## config.mk

```make
export PLATFORM = sky130hd
export DESIGN_NAME = mdu_sequencer
export DESIGN_NICKNAME = d
export VERILOG_FILES = /design/src/rtl/mdu_sequencer.sv
export SDC_FILE = /design/constraint.sdc
export NUM_CORES = 1
export LEC_CHECK = 0
export CELL_PAD_IN_SITES_DETAIL_PLACEMENT = 2
export CELL_PAD_IN_SITES_GLOBAL_PLACEMENT = 2
export CORE_MARGIN = 5
export CORE_UTILIZATION = 26
export CTS_CLUSTER_DIAMETER = 50
export DETAILED_ROUTE_END_ITERATION = 10
export PLACE_DENSITY_LB_ADDON = 0.1
export SKIP_LAST_GASP = 1
export SYNTH_ARGS = -nofsm -noshare
export SYNTH_HDL_FRONTEND = slang
export SYNTH_SLANG_ARGS = --single-unit
```

## constraint.sdc

```tcl
create_clock -name clk -period 5.4 [get_ports clk]
set_input_delay 0.81 -clock clk [delete_from_list [all_inputs] [get_ports clk]]
set_output_delay 0.81 -clock clk [all_outputs]
set_load 0.05 [all_outputs]
```

## src/rtl/mdu_sequencer.sv

```systemverilog
// mdu_sequencer: multi-cycle unsigned MULTU/DIVU sequencer writing HI/LO.
// Each iteration borrows the shared datapath ALU (alu_req) for its 32-bit
// add/subtract; the ALU must answer combinationally in the same cycle.
// Optional feature macro: MDU_DIV_EN (restoring DIVU path and divide-by-zero
// handling). When undefined, DIVU completes immediately with HI = LO = 0.
module mdu_sequencer (
    input  logic        clk,
    input  logic        reset,
    input  logic        start,
    input  logic        op,
    input  logic [31:0] rs_val,
    input  logic [31:0] rt_val,
    output logic        alu_req,
    output logic [3:0]  alu_ctrl,
    output logic [31:0] alu_a,
    output logic [31:0] alu_b,
    input  logic [31:0] alu_result,
    output logic        busy,
    output logic        done,
    output logic [31:0] hi,
    output logic [31:0] lo
);

    localparam logic [3:0] ALU_ADD = 4'b0010;
    localparam logic [3:0] ALU_SUB = 4'b0110;

    typedef enum logic [1:0] {
        S_IDLE = 2'd0,
        S_RUN  = 2'd1,
        S_DONE = 2'd2
    } state_t;

    state_t      r_state;
    logic [4:0]  r_count;
    logic [31:0] r_hi;
    logic [31:0] r_lo;
    logic [31:0] r_mcand;
    logic        r_busy;
    logic        r_done;
    logic        r_alu_req;

    logic [3:0]  w_alu_ctrl;
    logic [31:0] w_alu_a;
    logic [31:0] w_alu_b;
    logic        w_carry;

`ifdef MDU_DIV_EN
    logic        r_op;
    logic [32:0] w_s;
    logic        w_ge;

    // Partial remainder shifted left by one with the next dividend bit; the
    // compare is 33 bits wide so a set top bit always allows the subtract.
    assign w_s  = {r_hi, r_lo[31]};
    assign w_ge = (w_s >= {1'b0, r_mcand});
`endif

    // Carry out of hi + mcand: an unsigned wrap makes the sum smaller than hi.
    assign w_carry = (alu_result < r_hi);

    // ALU operand/control drive; idle values when the ALU is not borrowed.
    always_comb begin
        w_alu_ctrl = ALU_ADD;
        w_alu_a    = '0;
        w_alu_b    = '0;
        if (r_alu_req) begin
`ifdef MDU_DIV_EN
            if (r_op) begin
                w_alu_ctrl = ALU_SUB;
                w_alu_a    = w_s[31:0];
                w_alu_b    = r_mcand;
            end else begin
                w_alu_a    = r_hi;
                w_alu_b    = r_mcand;
            end
`else
            w_alu_a = r_hi;
            w_alu_b = r_mcand;
`endif
        end
    end

    // Sequencer FSM: operand latch, 32 shift/add or shift/subtract steps, done pulse.
    always_ff @(posedge clk) begin
        if (reset) begin
            r_state   <= S_IDLE;
            r_count   <= '0;
            r_hi      <= '0;
            r_lo      <= '0;
            r_busy    <= 1'b0;
            r_done    <= 1'b0;
            r_alu_req <= 1'b0;
`ifdef MDU_DIV_EN
            r_op      <= 1'b0;
`endif
        end else begin
            case (r_state)
                S_IDLE: begin
                    r_done <= 1'b0;
                    if (start) begin
                        r_count <= '0;
`ifdef MDU_DIV_EN
                        r_op    <= op;
                        if (op && (rt_val == 32'd0)) begin
                            // Divide by zero skips the iteration loop entirely.
                            r_hi    <= rs_val;
                            r_lo    <= 32'hFFFF_FFFF;
                            r_state <= S_DONE;
                            r_busy  <= 1'b1;
                            r_done  <= 1'b1;
                        end else if (op) begin
                            r_hi      <= '0;
                            r_lo      <= rs_val;
                            r_mcand   <= rt_val;
                            r_state   <= S_RUN;
                            r_busy    <= 1'b1;
                            r_alu_req <= 1'b1;
                        end else begin
                            r_hi      <= '0;
                            r_lo      <= rt_val;
                            r_mcand   <= rs_val;
                            r_state   <= S_RUN;
                            r_busy    <= 1'b1;
                            r_alu_req <= 1'b1;
                        end
`else
                        if (op) begin
                            // Divide not built: finish at once with a zero result.
                            r_hi    <= '0;
                            r_lo    <= '0;
                            r_state <= S_DONE;
                            r_busy  <= 1'b1;
                            r_done  <= 1'b1;
                        end else begin
                            r_hi      <= '0;
                            r_lo      <= rt_val;
                            r_mcand   <= rs_val;
                            r_state   <= S_RUN;
                            r_busy    <= 1'b1;
                            r_alu_req <= 1'b1;
                        end
`endif
                    end
                end

                S_RUN: begin
`ifdef MDU_DIV_EN
                    if (r_op) begin
                        if (w_ge) begin
                            r_hi <= alu_result;
                            r_lo <= {r_lo[30:0], 1'b1};
                        end else begin
                            r_hi <= w_s[31:0];
                            r_lo <= {r_lo[30:0], 1'b0};
                        end
                    end else
`endif
                    if (r_lo[0]) begin
                        r_hi <= {w_carry, alu_result[31:1]};
                        r_lo <= {alu_result[0], r_lo[31:1]};
                    end else begin
                        r_hi <= {1'b0, r_hi[31:1]};
                        r_lo <= {r_hi[0], r_lo[31:1]};
                    end
                    r_count <= r_count + 5'd1;
                    if (r_count == 5'd31) begin
                        r_state   <= S_DONE;
                        r_alu_req <= 1'b0;
                        r_done    <= 1'b1;
                    end
                end

                S_DONE: begin
                    r_done  <= 1'b0;
                    r_busy  <= 1'b0;
                    r_state <= S_IDLE;
                end

                default: begin
                    r_state   <= S_IDLE;
                    r_busy    <= 1'b0;
                    r_done    <= 1'b0;
                    r_alu_req <= 1'b0;
                end
            endcase
        end
    end

    assign alu_req  = r_alu_req;
    assign alu_ctrl = w_alu_ctrl;
    assign alu_a    = w_alu_a;
    assign alu_b    = w_alu_b;
    assign busy     = r_busy;
    assign done     = r_done;
    assign hi       = r_hi;
    assign lo       = r_lo;

endmodule

```

==> results.cfg, run 1 <==
[pwr]
ir_worst_vdd_mv = 0.152
swShare_pct = 32.8
leakage_uw = 0.00307
power.switching_uw = 703
p_comb_share_pct = 25.4
power_frac_seq_pct = 42.0
intPower_uw = 1440
clkPwrFrac_pct = 32.6
total_power_uw = 2140
p_per_area_nw_per_um2 = 257

[placement]
portBuffers = 230
place_area_um2 = 8030
placedCellCount = 1092
dp_hpwl_mm = 15.4
globalplace.congestion = 0.748

[route]
postRouteAntennaNets = 0
postRouteWirelength_mm = 21.0
wl_per_cell_um = 19.0
dr_total_vias = 5332
first_pass_iters = 5
drt_iter0_markers = 146
drc = 0
vias_per_cell = 4.81

[global_routing]
use_met1_pct = 20.1
busiest_layer = met2
use_met3_pct = 3.05
met2_usage_pct = 31.6
grt_pass1_wl_mm = 32.6
grt_max_degree = 75
grt_pass1_vias = 5729
track_usage_pct = 16.8
antenna_found_initial = 0
grt-ovfl-total = 0

[critical_path]
end_kind = primary output
start_kind = flop
crit_fanout = 66
criticalPathCategory = reg -> out
worstPathRequired_ns = 4.59
arrival_ns = 2.40

[yosys]
synth_top_area_cell = dfxtp_1
synth-seq-area-share_pct = 44.0
async_reset_ff_share_pct = 0
synth_edf_count = 32
synthCells = 625
netlist_top_cells_count = nor2_1 (107), dfxtp_1 (74), and2_1 (64), a21oi_1 (45), inv_1 (35)
ys_top_cells_by_area = dfxtp_1 (27%), edfxtp_1 (17%), ha_1 (7.4%)
synth.distinct_cells = 38
synth_ff_type = dfxtp_1
synth_top_area_share_pct = 26.7
ys_warn_count = 0
synth_area_um2 = 5550
avgSynthCellArea_um2 = 8.88
synth.most_common_cell = nor2_1
synth_seq_cells = 106

[sta]
rsz0062_at_grt = no
finalHoldViolations = 0
period_needed_ns = 3.21
fmaxAchievable_ghz = 0.312
finalSetupViolCount = 0
maxSlewViolCount = 0
skew_ns = 0.00956
max_slew.worst_pin.slew_ns = 0.937
relSlewSlack_pct = 37.5
fin_crit_sh_pct = 59.4
tns_ns = 0

[floorplanning]
die_x_um = 156
start_util_pct = 26.4
dieArea_um2 = 24400
core_um2 = 21000
num_rows = 53
ioPinCount = 235
die_h_um = 156

[layout]
stdcell_count = 1108
drive_above_1_share_pct = 3.84
insertedDiodeCount = 0
finalInstanceArea_um2 = 8340
nNetsFinal = 961
area_delta_synth_final_pct = 50.3

[cts]
cts_tree = yes
cts.path.max_buffers = 2
numCtsBuffers = 9
post_cts_resized = 0
cts_root_buf = clkbuf_16
clock_sinks = 106
clock_latency_ns = 0.35
cts_setup_buffers = 0
clk_pin_slew_ns = 0.07
htree_levels = 3
cts_hold_buf = 0

[outcome]
status = complete, no violations

[run]
drv_cap = 0

[min_path]
hold_class = reg -> reg
[area by class of cell]
type	instances	area [um2]
tap	275	344
inverter	35	131
fill	2313	12700
sequential	106	2440
timing repair buffer	237	2350
clock buffer	9	225
multi-input combinational	439	2760
clock inverter	7	85.1
[layer usage]
metal	routed length [um]	vias to the layer above
li1	-	2551
met1	8890	2643
met2	11100	129
met3	861	9
met4	147	0
met5	0	-
[cell families after synthesis]
kind of cell | synth area share, %
compound gates | 12.3
fa+ha+maj | 7.44
buf+inv | 6.61
flops | 44.0
mux | 5.77
other cells | 0.135
simple gates | 23.8
[per-stage QoR]
step           setup slack [ns]  utilization, %  hold slack, ns
2_1_floorplan              3.02               -           0.439
3_3_place_gp               2.48            38.2           0.444
3_5_place_dp               2.37            38.2           0.443
4_1_cts                    2.10            39.7           0.461
5_1_grt                    1.98            39.7           0.481
6_report                   2.19            39.7           0.456
[final timing paths]
kind	startpoint	to	slack (ns)	cells after the start
max reg2reg	r_state[1]	hi[24]	3.35	5
max	alu_req	alu_a[7]	2.19	2
min reg2reg	done	done	0.46	1
min	done	done	0.46	1
[flip-flops by register name, summed over array words and instances, names as in the netlist]
signal and cells:
alu_req 1, busy 1, done 1, hi 32, lo 32, r_count 5, r_mcand 32, r_state 2
[power groups by stage]
stage / logic [uW] / registers [uW] / clock network [uW]
2_1_floorplan: 242 / 999 / 0
3_3_place_gp: 535 / 916 / 0
3_5_place_dp: 550 / 920 / 0
4_1_cts: 553 / 902 / 723
5_1_grt: 583 / 909 / 750
6_report: 543 / 900 / 699
[critical path, stage by stage, from the launching register on]
cell and delay [ns]:
dfxtp_2 0.95, and2_1 0.26, clkdlybuf4s50_1 0.83
[layout by cell type (no fill, tap or decap), drive strengths merged, types with 3 or more instances in the layout]
| master | n |
|---|---|
| conb | 4 |
| mux2i | 32 |
| clkbuf | 9 |
| clkdlybuf4s50 | 229 |
| o21ai | 7 |
| a31oi | 3 |
| a211oi | 34 |
| a21oi | 45 |
| nand2 | 8 |
| inv | 38 |
| a21o | 7 |
| ha | 33 |
| and3 | 33 |
| edfxtp | 32 |
| nor2 | 108 |
| dfxtp | 74 |
| nor3 | 34 |
| nand2b | 4 |
| and2 | 64 |
| nand4 | 4 |
| buf | 8 |
No activity file was read; power rests on OpenSTA's default activity.
==> run 2, diff against run 1 <==
Settings changed: CORE_UTILIZATION 26 to 24.
Clock period 5.4 ns to 3.3 ns, I/O delays scaled along.
==> results.cfg, run 2 (synthesis results as in run 1) <==
[outcome]
status = complete, no violations

[layout]
final_common_cell = clkdlybuf4s50_1
nNetsFinal = 965
n_fill_cell = 2495
drive_above_1_share_pct = 4.30
final_cell_mix = clkdlybuf4s50_1 (229), nor2_1 (107), dfxtp_1 (72)
finish.utilization_pct = 37.0
area_delta_synth_final_pct = 51.2
stdcell_count = 1123

[floorplanning]
num_rows = 55
die_h_um = 162
core_um2 = 22700
dieArea_um2 = 26300
start_util_pct = 24.4
die_x_um = 162
ioPinCount = 235

[pwr]
p_per_area_nw_per_um2 = 411
leakage_uw = 0.00308
p_comb_share_pct = 26.4
swShare_pct = 33.6
intPower_uw = 2290
power_frac_seq_pct = 42.4
power.switching_uw = 1160
total_power_uw = 3450
clkPwrFrac_pct = 31.2
ir_worst_vdd_mv = 0.232

[placement]
placedCellCount = 1106
dp_hpwl_mm = 15.4
pre_cts_ws_ns = 0.815
portBuffers = 230
globalplace.congestion = 0.725

[cts]
cts.path.max_buffers = 2
cts_hold_buf = 0
htree_levels = 3
cts_tree = yes
cts_setup_buffers = 0
cts_root_buf = clkbuf_16
clk_pin_slew_ns = 0.07
numCtsBuffers = 9
clock_sinks = 106
clock_latency_ns = 0.35
post_cts_resized = 0

[min_path]
hold_class = reg -> reg

[route]
drc = 0
postRouteAntennaNets = 0
dr_total_vias = 5292
drt_iter0_markers = 126
first_pass_iters = 4
postRouteWirelength_mm = 20.8
vias_per_cell = 4.71
wl_per_cell_um = 18.5

[critical_path]
arrival_ns = 2.16
criticalPathCategory = reg -> out
crit_fanout = 45
start_kind = flop
end_kind = primary output
worstPathRequired_ns = 2.80

[global_routing]
track_usage_pct = 15.6
antenna_found_initial = 1
grt-ovfl-total = 0
grt_pass1_wl_mm = 32.8
grt_max_degree = 75
grt_pass1_vias = 5909

[sta]
relSlewSlack_pct = 41.9
maxSlewViolCount = 0
final.setup.worst_slack_ns = 0.642
finalHoldViolations = 0
finalSetupViolCount = 0
rsz0062_at_grt = no
fmaxAchievable_ghz = 0.376
max_slew.worst_pin.slew_ns = 0.872
tns_ns = 0
skew_ns = 0.00771
period_needed_ns = 2.66
fin_crit_sh_pct = 80.5

[run]
drv_cap = 0
run 2: path summary, 6_finish.rpt:
path	depth (start not counted)	end	startpoint	slack, ns
setup reg to reg	5	lo[29]	r_state[1]	1.21
setup / recovery	3	alu_b[9]	alu_req	0.64
hold reg to reg	1	done	done	0.46
hold / removal	1	done	done	0.46
run 2: routing by layer:
layer	global-route usage [%]	wire length, um	up-vias
met5	0	0	-
met4	2.69	162	0
met3	4.24	1010	11
met2	28.5	10800	125
met1	18.5	8790	2595
li1	-	-	2561
run 2: layout make-up:
cell class                      count  area, um2  share of cell area, %
Sequential cell                   106       2440                   29.1
Multi-Input combinational cell    439       2770                   33.0
Timing Repair Buffer              241       2400                   28.6
Clock inverter                      7       62.6                  0.745
Tap cell                          285        357                   4.25
Inverter                           35        131                   1.57
Antenna cell                        1       2.50                 0.0298
Clock buffer                        9        225                   2.68
run 2: critical path: stages, from the launching register on:
cell	delay [ns]
dfxtp_2	0.56
buf_12	0.23
and2_1	0.16
clkdlybuf4s50_1	0.83
run 2: metrics by stage:
stage	hold WS, ns	cell area (um2)
3_3_place_gp	0.446	8100
6_report	0.464	8390
5_1_grt	0.509	8390
4_1_cts	0.473	8390
2_1_floorplan	0.439	5560
3_5_place_dp	0.455	8100
run 2: power by group through the flow:
| stage | logic [uW] | clock network [uW] | registers, uW |
|---|---|---|---|
| after floorplan | 396 | 0 | 1630 |
| after global placement | 901 | 0 | 1490 |
| after detailed placement | 923 | 0 | 1490 |
| after CTS | 926 | 1140 | 1460 |
| after global routing | 977 | 1190 | 1470 |
| final | 909 | 1080 | 1460 |
==> run 3, diff against run 2 <==
Clock period 3.3 ns to 2.66 ns, I/O delays scaled along.
==> results.cfg, run 3 (synthesis results as in run 1) <==
[outcome]
status = complete, no violations

[floorplanning]
num_rows = 55
dieArea_um2 = 26300
start_util_pct = 24.4
die_h_um = 162
die_x_um = 162
core_um2 = 22700
ioPinCount = 235

[sta]
fmaxAchievable_ghz = 0.442
maxSlewViolCount = 0
finalHoldViolations = 0
finalSetupViolCount = 0
final.setup.worst_slack_ns = 0.399
skew_ns = 0.00769
tns_ns = 0
relSlewSlack_pct = 60.8
max_slew.worst_pin.slew_ns = 0.588
period_needed_ns = 2.26
fin_crit_sh_pct = 85.0
rsz0062_at_grt = no

[route]
dr_total_vias = 5322
drc = 0
postRouteAntennaNets = 0
first_pass_iters = 4
postRouteWirelength_mm = 20.9
vias_per_cell = 4.73
drt_iter0_markers = 162
wl_per_cell_um = 18.6

[min_path]
hold_class = reg -> reg
hp-start = done
hold_path_end = done
min_path_cells = 1

[critical_path]
arrival_ns = 1.86
path_delay_family = buffers and inverters
criticalPathCategory = reg -> out
path_cells = clkdlybuf4s50_1
r2r-end = hi[31]
crit_buf_inv = 1
end_kind = primary output
rr_worst_depth = 7
crit_fanout = 23
start_kind = flop
reg2reg_from = hi[23]
rrSetupSlack_ns = 0.68
cp_slowest_cell = clkdlybuf4s50_1
critPathMaxStageDelay_ns = 0.93
worstPathRequired_ns = 2.26

[pwr]
total_power_uw = 4290
p_per_area_nw_per_um2 = 520
leakage_uw = 0.00323
ir_worst_vdd_mv = 0.325

[cts]
cts_setup_buffers = 0
cts.path.max_buffers = 2
clk_pin_slew_ns = 0.08
clock_latency_ns = 0.35
post_cts_resized = 0
cts_root_buf = clkbuf_16
numCtsBuffers = 9
htree_levels = 3
cts_tree = yes
clock_sinks = 106
cts_hold_buf = 0

[layout]
finish.utilization_pct = 36.3
drive_above_1_share_pct = 12.4
nNetsFinal = 969
area_delta_synth_final_pct = 48.5
final_common_cell = clkdlybuf4s50_1
final_cell_mix = clkdlybuf4s50_1 (165), nor2_1 (107), buf_4 (79)
insertedDiodeCount = 0
stdcell_count = 1126

[global_routing]
busiest_layer = met2
met2_usage_pct = 29.3
grt-ovfl-total = 0
grt_pass1_wl_mm = 33.0
use_met1_pct = 18.3
track_usage_pct = 15.7
antenna_found_initial = 0
grt_max_degree = 49
grt_pass1_vias = 5921
use_met3_pct = 4.01

[placement]
dp_hpwl_mm = 15.8
globalplace.congestion = 0.724
pre_cts_ws_ns = 0.274
portBuffers = 230
placedCellCount = 1110

[run]
drv_cap = 0
==> run 3: area by class of cell <==
type | instances | area (um2)
Inverter | 35 | 131
Clock inverter | 7 | 68.8
Fill cell | 2561 | 14500
Sequential cell | 106 | 2440
Timing Repair Buffer | 245 | 2250
Multi-Input combinational cell | 439 | 2770
Clock buffer | 9 | 225
Tap cell | 285 | 357
==> run 3: power by group <==
part	internal [uW]	switching, uW	total (uW)
Combinational	432	687	1120
Sequential	1740	71.2	1810
Clock	663	691	1350
Total	2840	1450	4290
==> run 3: stage by stage <==
stage,instance area (um2),hold slack (ns)
after detailed placement,7950,0.444
final,8240,0.458
after global placement,7950,0.446
after floorplan,5560,0.439
after CTS,8240,0.462
after global routing,8240,0.493
==> run 3: per-layer routing <==
layer  part of all wire [%]  vias up
met4                   0.75        0
li1                       -     2571
met5                      0        -
met2                     53      117
met3                    4.2        7
met1                     42     2627
==> run 3: worst max path at each step <==
stage                               from  endpoint  slack, ns  cells past startpoint
final                            alu_req   alu_req       0.40                      1
after global routing             alu_req   alu_req       0.26                      1
after CTS                        alu_req   alu_req       0.30                      1
after detailed placement  alu_result[21]    hi[31]       0.27                      7
after global placement    alu_result[23]    hi[31]       0.30                      7
after floorplan                  alu_req  alu_a[0]       0.69                      3
